**src/rtl/id_ex_stage.sv**
```systemverilog
// id_ex_stage
// ID/EX pipeline boundary of the 5-stage RV32I core. It registers the decode
// results (register operands, immediate, indices and control bits) into the
// EX slot. It also handles three things at this boundary:
//   - load-use hazard detection, which stalls IF/ID and injects a bubble;
//   - the WB->ID bypass, which covers a register-file write in the same cycle;
//   - the EX redirect flush.
// It keeps a saturating count of injected bubbles for performance debug.
//
// Ports
//   clk, rst                      clock, synchronous active-high reset
//   id_*                          decode-stage instruction fields and control
//   ex_flush                      taken branch/jump redirect from EX
//   wb_reg_write, wb_rd, wb_data  register-file write in progress
//   stall                         combinational hold request for PC and IF/ID
//   ex_*                          registered EX-slot contents
//   bubble_count                  registered saturating bubble counter
//
// Each cycle is either NORMAL (decode captured) or BUBBLE (EX slot cleared).
// A held load-use resolves after exactly one bubble, because the load then
// sits in MEM and the EX forwarding unit covers it.

module id_ex_stage (
  input  logic        clk,
  input  logic        rst,
  input  logic        id_valid,
  input  logic [31:0] id_pc,
  input  logic [4:0]  id_rs1,
  input  logic [4:0]  id_rs2,
  input  logic [4:0]  id_rd,
  input  logic        id_uses_rs1,
  input  logic        id_uses_rs2,
  input  logic [31:0] id_rdata1,
  input  logic [31:0] id_rdata2,
  input  logic [31:0] id_imm,
  input  logic        id_reg_write,
  input  logic        id_mem_read,
  input  logic        id_mem_write,
  input  logic        id_mem_to_reg,
  input  logic        id_alu_src,
  input  logic        id_branch,
  input  logic        id_jump,
  input  logic [3:0]  id_alu_op,
  input  logic [2:0]  id_funct3,
  input  logic        ex_flush,
  input  logic        wb_reg_write,
  input  logic [4:0]  wb_rd,
  input  logic [31:0] wb_data,
  output logic        stall,
  output logic        ex_valid,
  output logic [31:0] ex_pc,
  output logic [31:0] ex_rdata1,
  output logic [31:0] ex_rdata2,
  output logic [31:0] ex_imm,
  output logic [4:0]  ex_rs1,
  output logic [4:0]  ex_rs2,
  output logic [4:0]  ex_rd,
  output logic        ex_reg_write,
  output logic        ex_mem_read,
  output logic        ex_mem_write,
  output logic        ex_mem_to_reg,
  output logic        ex_alu_src,
  output logic        ex_branch,
  output logic        ex_jump,
  output logic [3:0]  ex_alu_op,
  output logic [2:0]  ex_funct3,
  output logic [31:0] bubble_count
);

  logic        valid_q, valid_d;
  logic [31:0] pc_q, pc_d;
  logic [31:0] rdata1_q, rdata1_d;
  logic [31:0] rdata2_q, rdata2_d;
  logic [31:0] imm_q, imm_d;
  logic [4:0]  rs1_q, rs1_d;
  logic [4:0]  rs2_q, rs2_d;
  logic [4:0]  rd_q, rd_d;
  // {reg_write, mem_read, mem_write, mem_to_reg, alu_src, branch, jump}
  logic [6:0]  ctrl_q, ctrl_d;
  logic [3:0]  alu_op_q, alu_op_d;
  logic [2:0]  funct3_q, funct3_d;
  logic [31:0] bcnt_q, bcnt_d;

  logic [31:0] op1_byp, op2_byp;
  logic        hazard;

  // Same-cycle WB write. x0 is never bypassed, because it always reads as zero.
  always_comb begin
    op1_byp = id_rdata1;
    op2_byp = id_rdata2;
    if (wb_reg_write && (wb_rd != 5'd0) && (wb_rd == id_rs1)) op1_byp = wb_data;
    if (wb_reg_write && (wb_rd != 5'd0) && (wb_rd == id_rs2)) op2_byp = wb_data;
  end

  // The hazard depends only on registered EX state and decode inputs, so there
  // is no path from stall back into it.
  always_comb begin
    hazard = id_valid && valid_q && ctrl_q[5] && (rd_q != 5'd0) &&
             ((id_uses_rs1 && (id_rs1 == rd_q)) ||
              (id_uses_rs2 && (id_rs2 == rd_q)));
    stall  = hazard && !ex_flush;
  end

  always_comb begin
    valid_d  = id_valid;
    pc_d     = id_pc;
    rdata1_d = op1_byp;
    rdata2_d = op2_byp;
    imm_d    = id_imm;
    rs1_d    = id_rs1;
    rs2_d    = id_rs2;
    rd_d     = id_rd;
    ctrl_d   = id_valid ? {id_reg_write, id_mem_read, id_mem_write, id_mem_to_reg,
                           id_alu_src, id_branch, id_jump} : 7'd0;
    alu_op_d = id_alu_op;
    funct3_d = id_funct3;
    bcnt_d   = bcnt_q;
    if (ex_flush || hazard) begin
      valid_d  = 1'b0;
      pc_d     = 32'd0;
      rdata1_d = 32'd0;
      rdata2_d = 32'd0;
      imm_d    = 32'd0;
      rs1_d    = 5'd0;
      rs2_d    = 5'd0;
      rd_d     = 5'd0;
      ctrl_d   = 7'd0;
      alu_op_d = 4'd0;
      funct3_d = 3'd0;
    end
    // A flush takes priority, so the bubble it creates is not counted.
    if (!ex_flush && hazard && (bcnt_q != 32'hFFFF_FFFF)) bcnt_d = bcnt_q + 32'd1;
  end

  always_ff @(posedge clk) begin
    if (rst) begin
      valid_q  <= 1'b0;
      pc_q     <= 32'd0;
      rdata1_q <= 32'd0;
      rdata2_q <= 32'd0;
      imm_q    <= 32'd0;
      rs1_q    <= 5'd0;
      rs2_q    <= 5'd0;
      rd_q     <= 5'd0;
      ctrl_q   <= 7'd0;
      alu_op_q <= 4'd0;
      funct3_q <= 3'd0;
      bcnt_q   <= 32'd0;
    end else begin
      valid_q  <= valid_d;
      pc_q     <= pc_d;
      rdata1_q <= rdata1_d;
      rdata2_q <= rdata2_d;
      imm_q    <= imm_d;
      rs1_q    <= rs1_d;
      rs2_q    <= rs2_d;
      rd_q     <= rd_d;
      ctrl_q   <= ctrl_d;
      alu_op_q <= alu_op_d;
      funct3_q <= funct3_d;
      bcnt_q   <= bcnt_d;
    end
  end

  assign ex_valid      = valid_q;
  assign ex_pc         = pc_q;
  assign ex_rdata1     = rdata1_q;
  assign ex_rdata2     = rdata2_q;
  assign ex_imm        = imm_q;
  assign ex_rs1        = rs1_q;
  assign ex_rs2        = rs2_q;
  assign ex_rd         = rd_q;
  assign ex_reg_write  = ctrl_q[6];
  assign ex_mem_read   = ctrl_q[5];
  assign ex_mem_write  = ctrl_q[4];
  assign ex_mem_to_reg = ctrl_q[3];
  assign ex_alu_src    = ctrl_q[2];
  assign ex_branch     = ctrl_q[1];
  assign ex_jump       = ctrl_q[0];
  assign ex_alu_op     = alu_op_q;
  assign ex_funct3     = funct3_q;
  assign bubble_count  = bcnt_q;

endmodule

```
**config.mk**
```make
export PLATFORM = sky130hd
export DESIGN_NAME = id_ex_stage
export DESIGN_NICKNAME = d
export VERILOG_FILES = /design/src/rtl/id_ex_stage.sv
export SDC_FILE = /design/constraint.sdc
export NUM_CORES = 1
export LEC_CHECK = 0
export ABC_AREA = 1
export BUFFER_PORTS_ARGS = -buffer_cell sky130_fd_sc_hd__buf_2
export CORE_ASPECT_RATIO = 0.75
export CORE_UTILIZATION = 35
export CTS_CLUSTER_SIZE = 28
export DETAILED_ROUTE_END_ITERATION = 8
export GPL_ROUTABILITY_DRIVEN = 0
export GPL_TIMING_DRIVEN = 0
export PLACE_DENSITY = 0.68
export SLEW_MARGIN = 5
export SYNTH_ARGS = -nofsm -noshare
export SYNTH_HDL_FRONTEND = slang
export SYNTH_SLANG_ARGS = --single-unit
export TNS_END_PERCENT = 1
```
**constraint.sdc**
```tcl
create_clock -name clk -period 1.6 [get_ports clk]
set_clock_uncertainty 0.05 [all_clocks]
set_input_delay 0.08 -clock clk [delete_from_list [all_inputs] [get_ports clk]]
set_output_delay 0.08 -clock clk [all_outputs]
set_load 0.05 [all_outputs]
```
==> qor.txt, run 1 <==
Pwr Density - 905.0 nW/um2
RSZ-0062 raised after global routing - yes
1st-iter DRT viols - 516
status - finished with violations
Clk Latency, worst-skew pair - 0.43 ns
share of the synthesized area in the top cell type - 0.5224
Critical path buffers and inverters - 2
library cells used by synthesis - 28
wire per inst - 16.11 um
Worst Hold Class - in -> reg
Root Buffer Master - clkbuf_16
Die W - 168.5 um
initial antenna violation count - 0
Synth Area per Inst - 7.576 um2
Net Switching - 3.362 mW
CP delay by family, top - simple AND/OR/NAND/NOR gates
hpwl dp - 20,110 um
Clk pwr share - 0.398
setup slack after layout - -0.1411 ns
layout cell share with drive strength beyond 1 - 0.3586
Setup Crit Path Kind - reg -> reg
TNS Setup - -6.632 ns
Placed Area - 9734 um2
clock sink count - 190
starting density of the core - 0.3582
Via Count - 8,686
worst endpoint data arrival time - 2.03 ns
Place WS - -0.4922 ns
Worst-path clk slew - 0.07 ns
Area growth, synth to finish - 73.26%
post-synth top area cell - dfxtp_1
TritonRoute pass-1 iters - 5
Synth Net Count - 1,163
fin area - 12,610 um2
# rows - 45
max_cap viols - 0
vias per cell - 4.660
total gr overflow - 0
crit-path max FO - 7
synth top area cells - dfxtp_1, nand2_1, nor2_1, a21oi_1, inv_1
CTS tree - done
CTS buffer count - 17
static leakage - 6.434 nW
Synth Cell Area - 7281 um2
Post-synth EDFFs - 0
worst-margin pin slew - 0.5897 ns
Mapped Cells - 961
Post-synth ARST share - 0
largest net degree at the start of global routing - 20
Yosys Warn Count - 0
Ports - 392
CP Cell Sequence - ha_4, inv_2, nor2_4, nand2_4, nor2_4, nand2_2, nand4_4, buf_4, nand2_1, a21oi_2
CP peak stage delay - 0.38 ns
Die Area - 21,390 um2
ys flop type - dfxtp_1
global-route usage over all layers - 0.2767
Worst path slowest cell - dfxtp_4
Final Hold Vio Count - 0
die height - 126.9 um
H-tree levels - 4
Synth Register Bits - 190
f_max - 0.5743 GHz
VDD IR-drop max - 645.8 uV
vias in the first global route - 8,417
fin crit share - 1.088
Post-Route WL - 30,040 um
CP Capture Type - register
ANT nets after route - 0
leading cell type by number of instances after synthesis - nand2_1
maximum root-to-sink buffer count - 2
core area - 20,330 um2
cell mode on critical path - nor2_4
nets - 1,770
sw frac - 0.2945
worst hold slack - 0.07066 ns
DR DRC count - 0
Final min period - 1.741 ns
Setup-failing EPs final - 141
PortBufs - 390
synth cell count leaders - nand2_1, dfxtp_1, nor2_1, inv_1, a21oi_1
Pint - 8.054 mW
Slew Viols, Final - 0
sequential element share of the synthesized area - 0.5224
crit start category - register
relative slew slack - 0.6054
logic gate share of total power - 0.173
sequential power share - 0.429
Worst EP required - 1.89 ns
failing checks - setup timing
first-pass GRT wire length - 45,260 um
## final timing paths
check / start / end / slack [ns] / depth (start not counted)
worst max-delay path: bubble_count[1] / bubble_count[26] / -0.14 / 10
worst min-delay path: id_valid / ctrl_q[5] / 0.07 / 3
worst max register to register: bubble_count[1] / bubble_count[26] / -0.14 / 10
worst min register to register: bubble_count[31] / bubble_count[31] / 0.45 / 2
## placed cells by master (no fill, tap or decap), drive strengths merged
master	n
inv	125
buf	431
dfxtp	190
nor4	2
nand3	78
o21ai	5
ha	1
nand2	221
diode	1
xnor2	4
nand3b	4
o21bai	1
dlygate4sd3	190
nor2	167
nor3b	1
nor3	4
clkbuf	26
bufinv	2
clkinv	8
a21oi	86
nand4	7
xor2	28
## metal layers
metal	global-route usage	share of wire
met2	0.4713	0.48
met5	0	0
met3	0.08892	0.089
met4	0.1187	0.036
met1	0.3196	0.39
## layout make-up
| cell class | count | area (um2) |
|---|---|---|
| plain buffers | 42 | 320.3 |
| multi-input cells | 609 | 3002 |
| fillers | 1665 | 7711 |
| repair buffers | 587 | 3929 |
| inverters | 121 | 459.2 |
| clock inverters | 14 | 197.7 |
| flip-flops and latches | 190 | 3913 |
| well taps | 282 | 352.8 |
| diodes | 1 | 2.502 |
| clock buffers | 18 | 439.2 |
## power groups by stage
stage	Combinational (mW)	Clock (mW)	Sequential (mW)
2_1_floorplan	0.353	0	5.58
3_3_place_gp	1.48	0	5.00
3_5_place_dp	1.49	0	5.00
4_1_cts	1.90	4.61	4.89
5_1_grt	2.08	4.81	4.91
6_report	1.98	4.54	4.90
## repair_timing
item,in CTS,in global routing
cloned,1,2
endpoints found under the setup margin,181,191
hold buffers,190,0
hold endpoints to repair,162,0
pin swaps,5,8
buffers inserted,5,0
gates resized for setup,52,39
## flip-flops by register name, indices dropped and copies added (netlist names)
name and cells:
bubble_count 32, ex_imm 32, ex_pc 32, ex_rdata1 32
ex_rdata2 32, ctrl_q 7, ex_rd 5, ex_rs1 5
ex_rs2 5, ex_alu_op 4, ex_funct3 3, ex_valid 1
## cell families (layout without fill, tap and decap cells)
logic type,count (synthesis),in the layout,synth area share
AND/OR/NAND/NOR,483,484,0.2815
flip-flops,190,190,0.5224
buffers and inverters,163,782,0.09177
adder cells (fa/ha/maj),1,1,0.001718
XOR/XNOR,32,32,0.03849
other,0,1,0
AO/OA/AOI/OAI,92,92,0.06410
## worst reg2reg max path, stage by stage, from the launching register on
cell and delay, ns:
dfxtp_4 0.38, ha_4 0.15, inv_2 0.06, nor2_4 0.16, nand2_4 0.09, nor2_4 0.12, nand2_2 0.11, nand4_4 0.18
buf_4 0.17, nand2_1 0.07, a21oi_2 0.13
## stage by stage
step                      utilization  cells  total power, mW
after floorplan                     -    961            5.931
after global placement         0.4789   1633            6.477
after detailed placement       0.4789   1633            6.489
after CTS                      0.6147   1861            11.41
after global routing           0.6205   1863            11.80
final                          0.6206   1864            11.42
Note: power is estimated with default switching activity, not from simulation.
==> run 2: changes to the inputs <==
--- a/config.mk
+++ b/config.mk
@@ -7,13 +7,16 @@
 export LEC_CHECK = 0
 export ABC_AREA = 1
 export BUFFER_PORTS_ARGS = -buffer_cell sky130_fd_sc_hd__buf_2
+export CAP_MARGIN = 5
+export CELL_PAD_IN_SITES_DETAIL_PLACEMENT = 0
+export CELL_PAD_IN_SITES_GLOBAL_PLACEMENT = 1
 export CORE_ASPECT_RATIO = 0.75
-export CORE_UTILIZATION = 35
+export CORE_UTILIZATION = 27
 export CTS_CLUSTER_SIZE = 28
 export DETAILED_ROUTE_END_ITERATION = 8
 export GPL_ROUTABILITY_DRIVEN = 0
 export GPL_TIMING_DRIVEN = 0
-export PLACE_DENSITY = 0.68
+export PLACE_DENSITY_LB_ADDON = 0.1
 export SLEW_MARGIN = 5
 export SYNTH_ARGS = -nofsm -noshare
 export SYNTH_HDL_FRONTEND = slang
==> qor.txt, run 2 (synthesized netlist as in run 1, its figures left out) <==
Min-Delay Startpoint - id_valid (unchanged)
1st-iter DRT viols - 389 (was 516)
Final min period - 1.749 ns (was 1.741 ns)
starting density of the core - 0.2776 (was 0.3582)
ANT nets after route - 0 (unchanged)
Die Area - 27,630 um2 (was 21,390 um2)
largest net degree at the start of global routing - 17 (was 20)
hold path depth - 3 (unchanged)
VDD IR-drop max - 723.8 uV (was 645.8 uV)
crit-path max FO - 4 (was 7)
Setup-failing EPs final - 72 (was 141)
relative slew slack - 0.5619 (was 0.6054)
CP delay by family, top - simple AND/OR/NAND/NOR gates (unchanged)
nets - 1,772 (was 1,770)
Critical path buffers and inverters - 3 (was 2)
R2R depth - 11 (was 10)
top sig layer - met4 (unchanged)
Inst Count DP - 1,695 (was 1,633)
H-tree levels - 4 (unchanged)
Worst Hold Class - in -> reg (unchanged)
RSZ-0062 raised after global routing - yes (unchanged)
Final Hold Vio Count - 0 (unchanged)
Ports - 392 (unchanged)
# rows - 51 (was 45)
first-pass GRT wire length - 43,490 um (was 45,260 um)
initial antenna violation count - 2 (was 0)
Total Power - 11.41 mW (was 11.42 mW)
setup slack after layout - -0.1495 ns (was -0.1411 ns)
vias in the first global route - 7,892 (was 8,417)
crit start category - register (unchanged)
status - finished with violations (unchanged)
RR Startpoint - bubble_count[1] (unchanged)
most frequent cells in the layout - buf_2, nand2_1, dlygate4sd3_1 (unchanged)
worst hold slack - 0.03926 ns (was 0.07066 ns)
CP Cell Sequence - inv_2, nand2_1, nand2_1, nor2_1, nand3_2, nand2_4, nand3_4, inv_2, buf_8 (was ha_4, inv_2, nor2_4, nand2_4, nor2_4, nand2_2, nand4_4, buf_4, nand2_1, a21oi_2)
worst endpoint data arrival time - 1.62 ns (was 2.03 ns)
max_cap viols - 0 (unchanged)
vias per cell - 4.229 (was 4.660)
core area - 26,230 um2 (was 20,330 um2)
fin crit share - 1.093 (was 1.088)
f_max - 0.5716 GHz (was 0.5743 GHz)
Die W - 191.6 um (was 168.5 um)
TritonRoute pass-1 iters - 7 (was 5)
fin cells - 1,928 (was 1,864)
Worst Hold Path EP - ctrl_q[5] (unchanged)
most common cell after layout, fill and taps aside - buf_2 (unchanged)
total gr overflow - 0 (unchanged)
Via Count - 8,154 (was 8,686)
failing checks - setup timing (unchanged)
Routed met1 length - 13,110 um (was 11,770 um)
CP peak stage delay - 0.37 ns (was 0.38 ns)
met2 WL - 13,050 um (was 14,520 um)
worst-margin pin slew - 0.6572 ns (was 0.5897 ns)
die height - 144.2 um (was 126.9 um)
wire per inst - 15.03 um (was 16.11 um)
maximum root-to-sink buffer count - 2 (unchanged)
Slew Viols, Final - 0 (unchanged)
Clk Latency, worst-skew pair - 0.44 ns (was 0.43 ns)
Pwr Density - 902.9 nW/um2 (was 905.0 nW/um2)
Area growth, synth to finish - 73.52% (was 73.26%)
TNS Setup - -3.531 ns (was -6.632 ns)
CTS tree - done (unchanged)
CTS buffer count - 17 (unchanged)
met3 WL - 2211 um (was 2675 um)
Worst path slowest cell - dfxtp_4 (unchanged)
global-route usage over all layers - 0.2090 (was 0.2767)
Root Buffer Master - clkbuf_16 (unchanged)
Worst-path clk slew - 0.06 ns (was 0.07 ns)
DR DRC count - 0 (unchanged)
clock sink count - 190 (unchanged)
PortBufs - 390 (unchanged)
hpwl dp - 21,500 um (was 20,110 um)
layout cell share with drive strength beyond 1 - 0.3508 (was 0.3586)
Setup Crit Path Kind - reg -> out (was reg -> reg)
worst reg2reg path endpoint - bubble_count[30] (was bubble_count[26])
Worst EP required - 1.47 ns (was 1.89 ns)
CP Capture Type - primary output (was register)
static leakage - 6.447 nW (was 6.434 nW)
r2r setup slk - -0.14 ns (about the same)
Post-Route WL - 28,970 um (was 30,040 um)
-- run 2: metrics by stage --
step / setup WS [ns] / util / instance area [um2]
5_1_grt: -0.2841 / 0.4817 / 12630
3_3_place_gp: -0.6482 / 0.3741 / 9812
4_1_cts: -0.1824 / 0.4774 / 12520
3_5_place_dp: -0.6565 / 0.3741 / 9812
6_report: -0.1495 / 0.4817 / 12630
2_1_floorplan: -0.02766 / - / 7430
-- run 2: timing repair --
| item | CTS | global route |
|---|---|---|
| hold endpoints to repair | 162 | 0 |
| pin swaps | 28 | 9 |
| hold buffers | 190 | 0 |
| resized for setup | 40 | 36 |
| buffers inserted | 9 | 1 |
| setup endpoints to repair | 183 | 191 |
-- run 2: power breakdown --
| part | leakage [nW] | switching, mW | internal, mW | total [mW] |
|---|---|---|---|---|
| combinational | 4.56 | 1.17 | 0.750 | 1.92 |
| sequential | 1.58 | 0.0427 | 4.85 | 4.89 |
| clock | 0.309 | 1.97 | 2.61 | 4.59 |
-- run 2: worst max path at each step --
| stage | from | to | depth (start not counted) |
|---|---|---|---|
| final | ex_rd[1] | stall | 9 |
| after global routing | ex_rd[4] | stall | 9 |
| after CTS | ex_rd[4] | stall | 9 |
| after detailed placement | rst | ex_pc[13] | 6 |
| after global placement | rst | ex_rdata1[18] | 6 |
| after floorplan | ex_rd[1] | ex_rdata1[10] | 11 |
-- run 2: layout make-up --
type	instances	area [um2]
Fill cell	2652	13590
Timing Repair Buffer	590	3939
Sequential cell	190	3913
Multi-Input combinational cell	608	2940
Clock buffer	20	467.9
Inverter	121	456.7
Tap cell	344	430.4
Buffer	42	331.6
Clock inverter	11	150.1
Antenna cell	2	5.005
-- run 2: per-layer routing --
layer / vias to the layer above / global-route usage
met5: - / 0
met3: 34 / 0.06722
met1: 3650 / 0.2638
li1: 4182 / -
met4: 0 / 0.07310
met2: 288 / 0.3343
-- run 2: worst reg2reg max path: stages, from the launching register on --
cell     delay (ns)
dfxtp_4        0.38
ha_4           0.17
inv_4          0.05
nor2_4         0.15
nand2_4        0.08
nor2_4         0.11
nand2_2        0.08
nand4_4        0.18
buf_8          0.19
nand2_1        0.06
nand2_1        0.05
nor2_1         0.06
==> run 3: changes to the inputs <==
--- a/config.mk
+++ b/config.mk
@@ -17,6 +17,7 @@
 export GPL_ROUTABILITY_DRIVEN = 0
 export GPL_TIMING_DRIVEN = 0
 export PLACE_DENSITY_LB_ADDON = 0.1
+export RECOVER_POWER = 100
 export SLEW_MARGIN = 5
 export SYNTH_ARGS = -nofsm -noshare
 export SYNTH_HDL_FRONTEND = slang
==> qor.txt, run 3 (synthesized netlist as in run 1, its figures left out) <==
status - finished with violations (unchanged)
failing checks - setup timing (unchanged)
first-pass GRT wire length - 43,490 um (unchanged)
r2r setup slk - -0.14 ns (about the same)
clock sink count - 190 (unchanged)
fin crit share - 1.098 (was 1.093)
Setup-failing EPs final - 74 (was 72)
1st-iter DRT viols - 416 (was 389)
setup slack after layout - -0.1561 ns (was -0.1495 ns)
global-route usage over all layers - 0.2090 (unchanged)
ANT nets after route - 0 (unchanged)
Via Count - 8,123 (was 8,154)
relative slew slack - 0.5366 (was 0.5619)
Post-Route WL - 28,980 um (was 28,970 um)
die height - 144.2 um (unchanged)
TNS Setup - -3.777 ns (was -3.531 ns)
total gr overflow - 0 (unchanged)
nets - 1,772 (unchanged)
Inst Count DP - 1,695 (unchanged)
hpwl dp - 21,500 um (unchanged)
starting density of the core - 0.2776 (unchanged)
H-tree levels - 4 (unchanged)
core area - 26,230 um2 (unchanged)
Worst Hold Class - in -> reg (unchanged)
Global Route met1 Usage - 0.2638 (unchanged)
vias in the first global route - 7,892 (unchanged)
Die W - 191.6 um (unchanged)
RSZ-0062 raised after global routing - yes (unchanged)
layout cell share with drive strength beyond 1 - 0.2402 (was 0.3508)
most common cell after layout, fill and taps aside - nand2_1 (was buf_2)
Setup Crit Path Kind - reg -> out (unchanged)
RR Startpoint - bubble_count[1] (unchanged)
wire per inst - 15.03 um (about the same)
Final Hold Vio Count - 0 (unchanged)
Area growth, synth to finish - 70.51% (was 73.52%)
Pwr Density - 915.3 nW/um2 (was 902.9 nW/um2)
worst reg2reg path endpoint - bubble_count[30] (unchanged)
Ports - 392 (unchanged)
Root Buffer Master - clkbuf_16 (unchanged)
Die Area - 27,630 um2 (unchanged)
CTS tree - done (unchanged)
VDD IR-drop max - 724.3 uV (was 723.8 uV)
initial antenna violation count - 2 (unchanged)
CTS buffer count - 17 (unchanged)
Setup crit end - stall (unchanged)
# rows - 51 (unchanged)
worst-margin pin slew - 0.6981 ns (was 0.6572 ns)
worst endpoint data arrival time - 1.63 ns (was 1.62 ns)
Worst EP required - 1.47 ns (about the same)
Clk Latency, worst-skew pair - 0.44 ns (about the same)
Slew Viols, Final - 0 (unchanged)
PortBufs - 390 (unchanged)
fin cells - 1,928 (unchanged)
Worst-path clk slew - 0.06 ns (about the same)
vias per cell - 4.213 (was 4.229)
f_max - 0.5694 GHz (was 0.5716 GHz)
Most Crowded Layer GR - met2 (unchanged)
met2 Usage GRT - 0.3343 (unchanged)
DR DRC count - 0 (unchanged)
M3 GR Usage - 0.06722 (unchanged)
most frequent cells in the layout - nand2_1, buf_2, dlygate4sd3_1 (was buf_2, nand2_1, dlygate4sd3_1)
crit start category - register (unchanged)
largest net degree at the start of global routing - 17 (unchanged)
R2R depth - 11 (unchanged)
Final min period - 1.756 ns (was 1.749 ns)
static leakage - 5.723 nW (was 6.447 nW)
max_cap viols - 0 (unchanged)
maximum root-to-sink buffer count - 2 (unchanged)
CP Capture Type - primary output (unchanged)
crit-path max FO - 4 (unchanged)
TritonRoute pass-1 iters - 5 (was 7)
crit path launch - ex_rd[1] (unchanged)
-- run 3: changes by cell type in the layout (fill, tap and decap cells not counted) --
cell and change:
clkbuf_2 +14, clkbuf_1 +175, buf_2 -189
-- run 3: worst max-delay path, stage by stage, from the launching register on --
cell and delay, ns:
dfxtp_4 0.37, inv_2 0.05, nand2_1 0.05, nand2_1 0.04, nor2_1 0.12, nand3_2 0.11, nand2_4 0.11, nand3_4 0.11
inv_2 0.10, buf_8 0.14
-- run 3: worst min path at each step --
stage,start,end,slack (ns),depth (start not counted)
after floorplan,id_rd[0],ex_rd[0],0.13,2
after global placement,id_imm[24],ex_imm[24],0.24,3
after detailed placement,id_rd[3],ex_rd[3],0.24,3
after CTS,wb_reg_write,ex_rdata2[31],0.04,5
after global routing,id_valid,ctrl_q[5],0.04,3
final,id_valid,ctrl_q[5],0.04,3
-- run 3: report_power, final --
group          internal (mW)  switching (mW)  total (mW)  leakage (nW)
registers               4.85          0.0471        4.90          1.58
clock network           2.61            1.97        4.58         0.309
logic                  0.706            1.18        1.88          3.83
-- run 3: cell type report --
class | instances | area (um2)
plain buffers | 42 | 331.6
well taps | 344 | 430.4
multi-input cells | 608 | 2940
inverters | 121 | 456.7
clock buffers | 20 | 467.9
fillers | 2729 | 13810
clock inverters | 11 | 150.1
repair buffers | 590 | 3720
diodes | 2 | 5.005
flip-flops and latches | 190 | 3913
-- run 3: timing repair --
item | 4_1_cts | 5_1_grt
endpoints found under the hold margin | 162 | 0
hold buffers | 190 | 0
buffers inserted | 9 | 1
gates resized for setup | 40 | 36
pin swaps | 28 | 9
endpoints found under the setup margin | 183 | 191
-- run 3: metal layers --
layer / vias to the layer above / part of all wire / wire length, um
li1: 4181 / - / -
met1: 3629 / 0.45 / 13090
met2: 277 / 0.45 / 13050
met3: 36 / 0.077 / 2239
met4: 0 / 0.021 / 597
met5: - / 0 / 0
-- run 3: metrics by stage --
step | setup WS (ns) | utilization | total power, mW | hold WS [ns] | area, um2
floorplan | -0.02766 | - | 5.931 | 0.1325 | 7430
global placement | -0.6482 | 0.3741 | 6.503 | 0.2411 | 9812
detailed placement | -0.6565 | 0.3741 | 6.503 | 0.2427 | 9812
CTS | -0.1824 | 0.4774 | 11.53 | 0.03599 | 12520
global route | -0.2841 | 0.4734 | 11.83 | 0.04387 | 12410
finish | -0.1561 | 0.4734 | 11.36 | 0.04117 | 12410
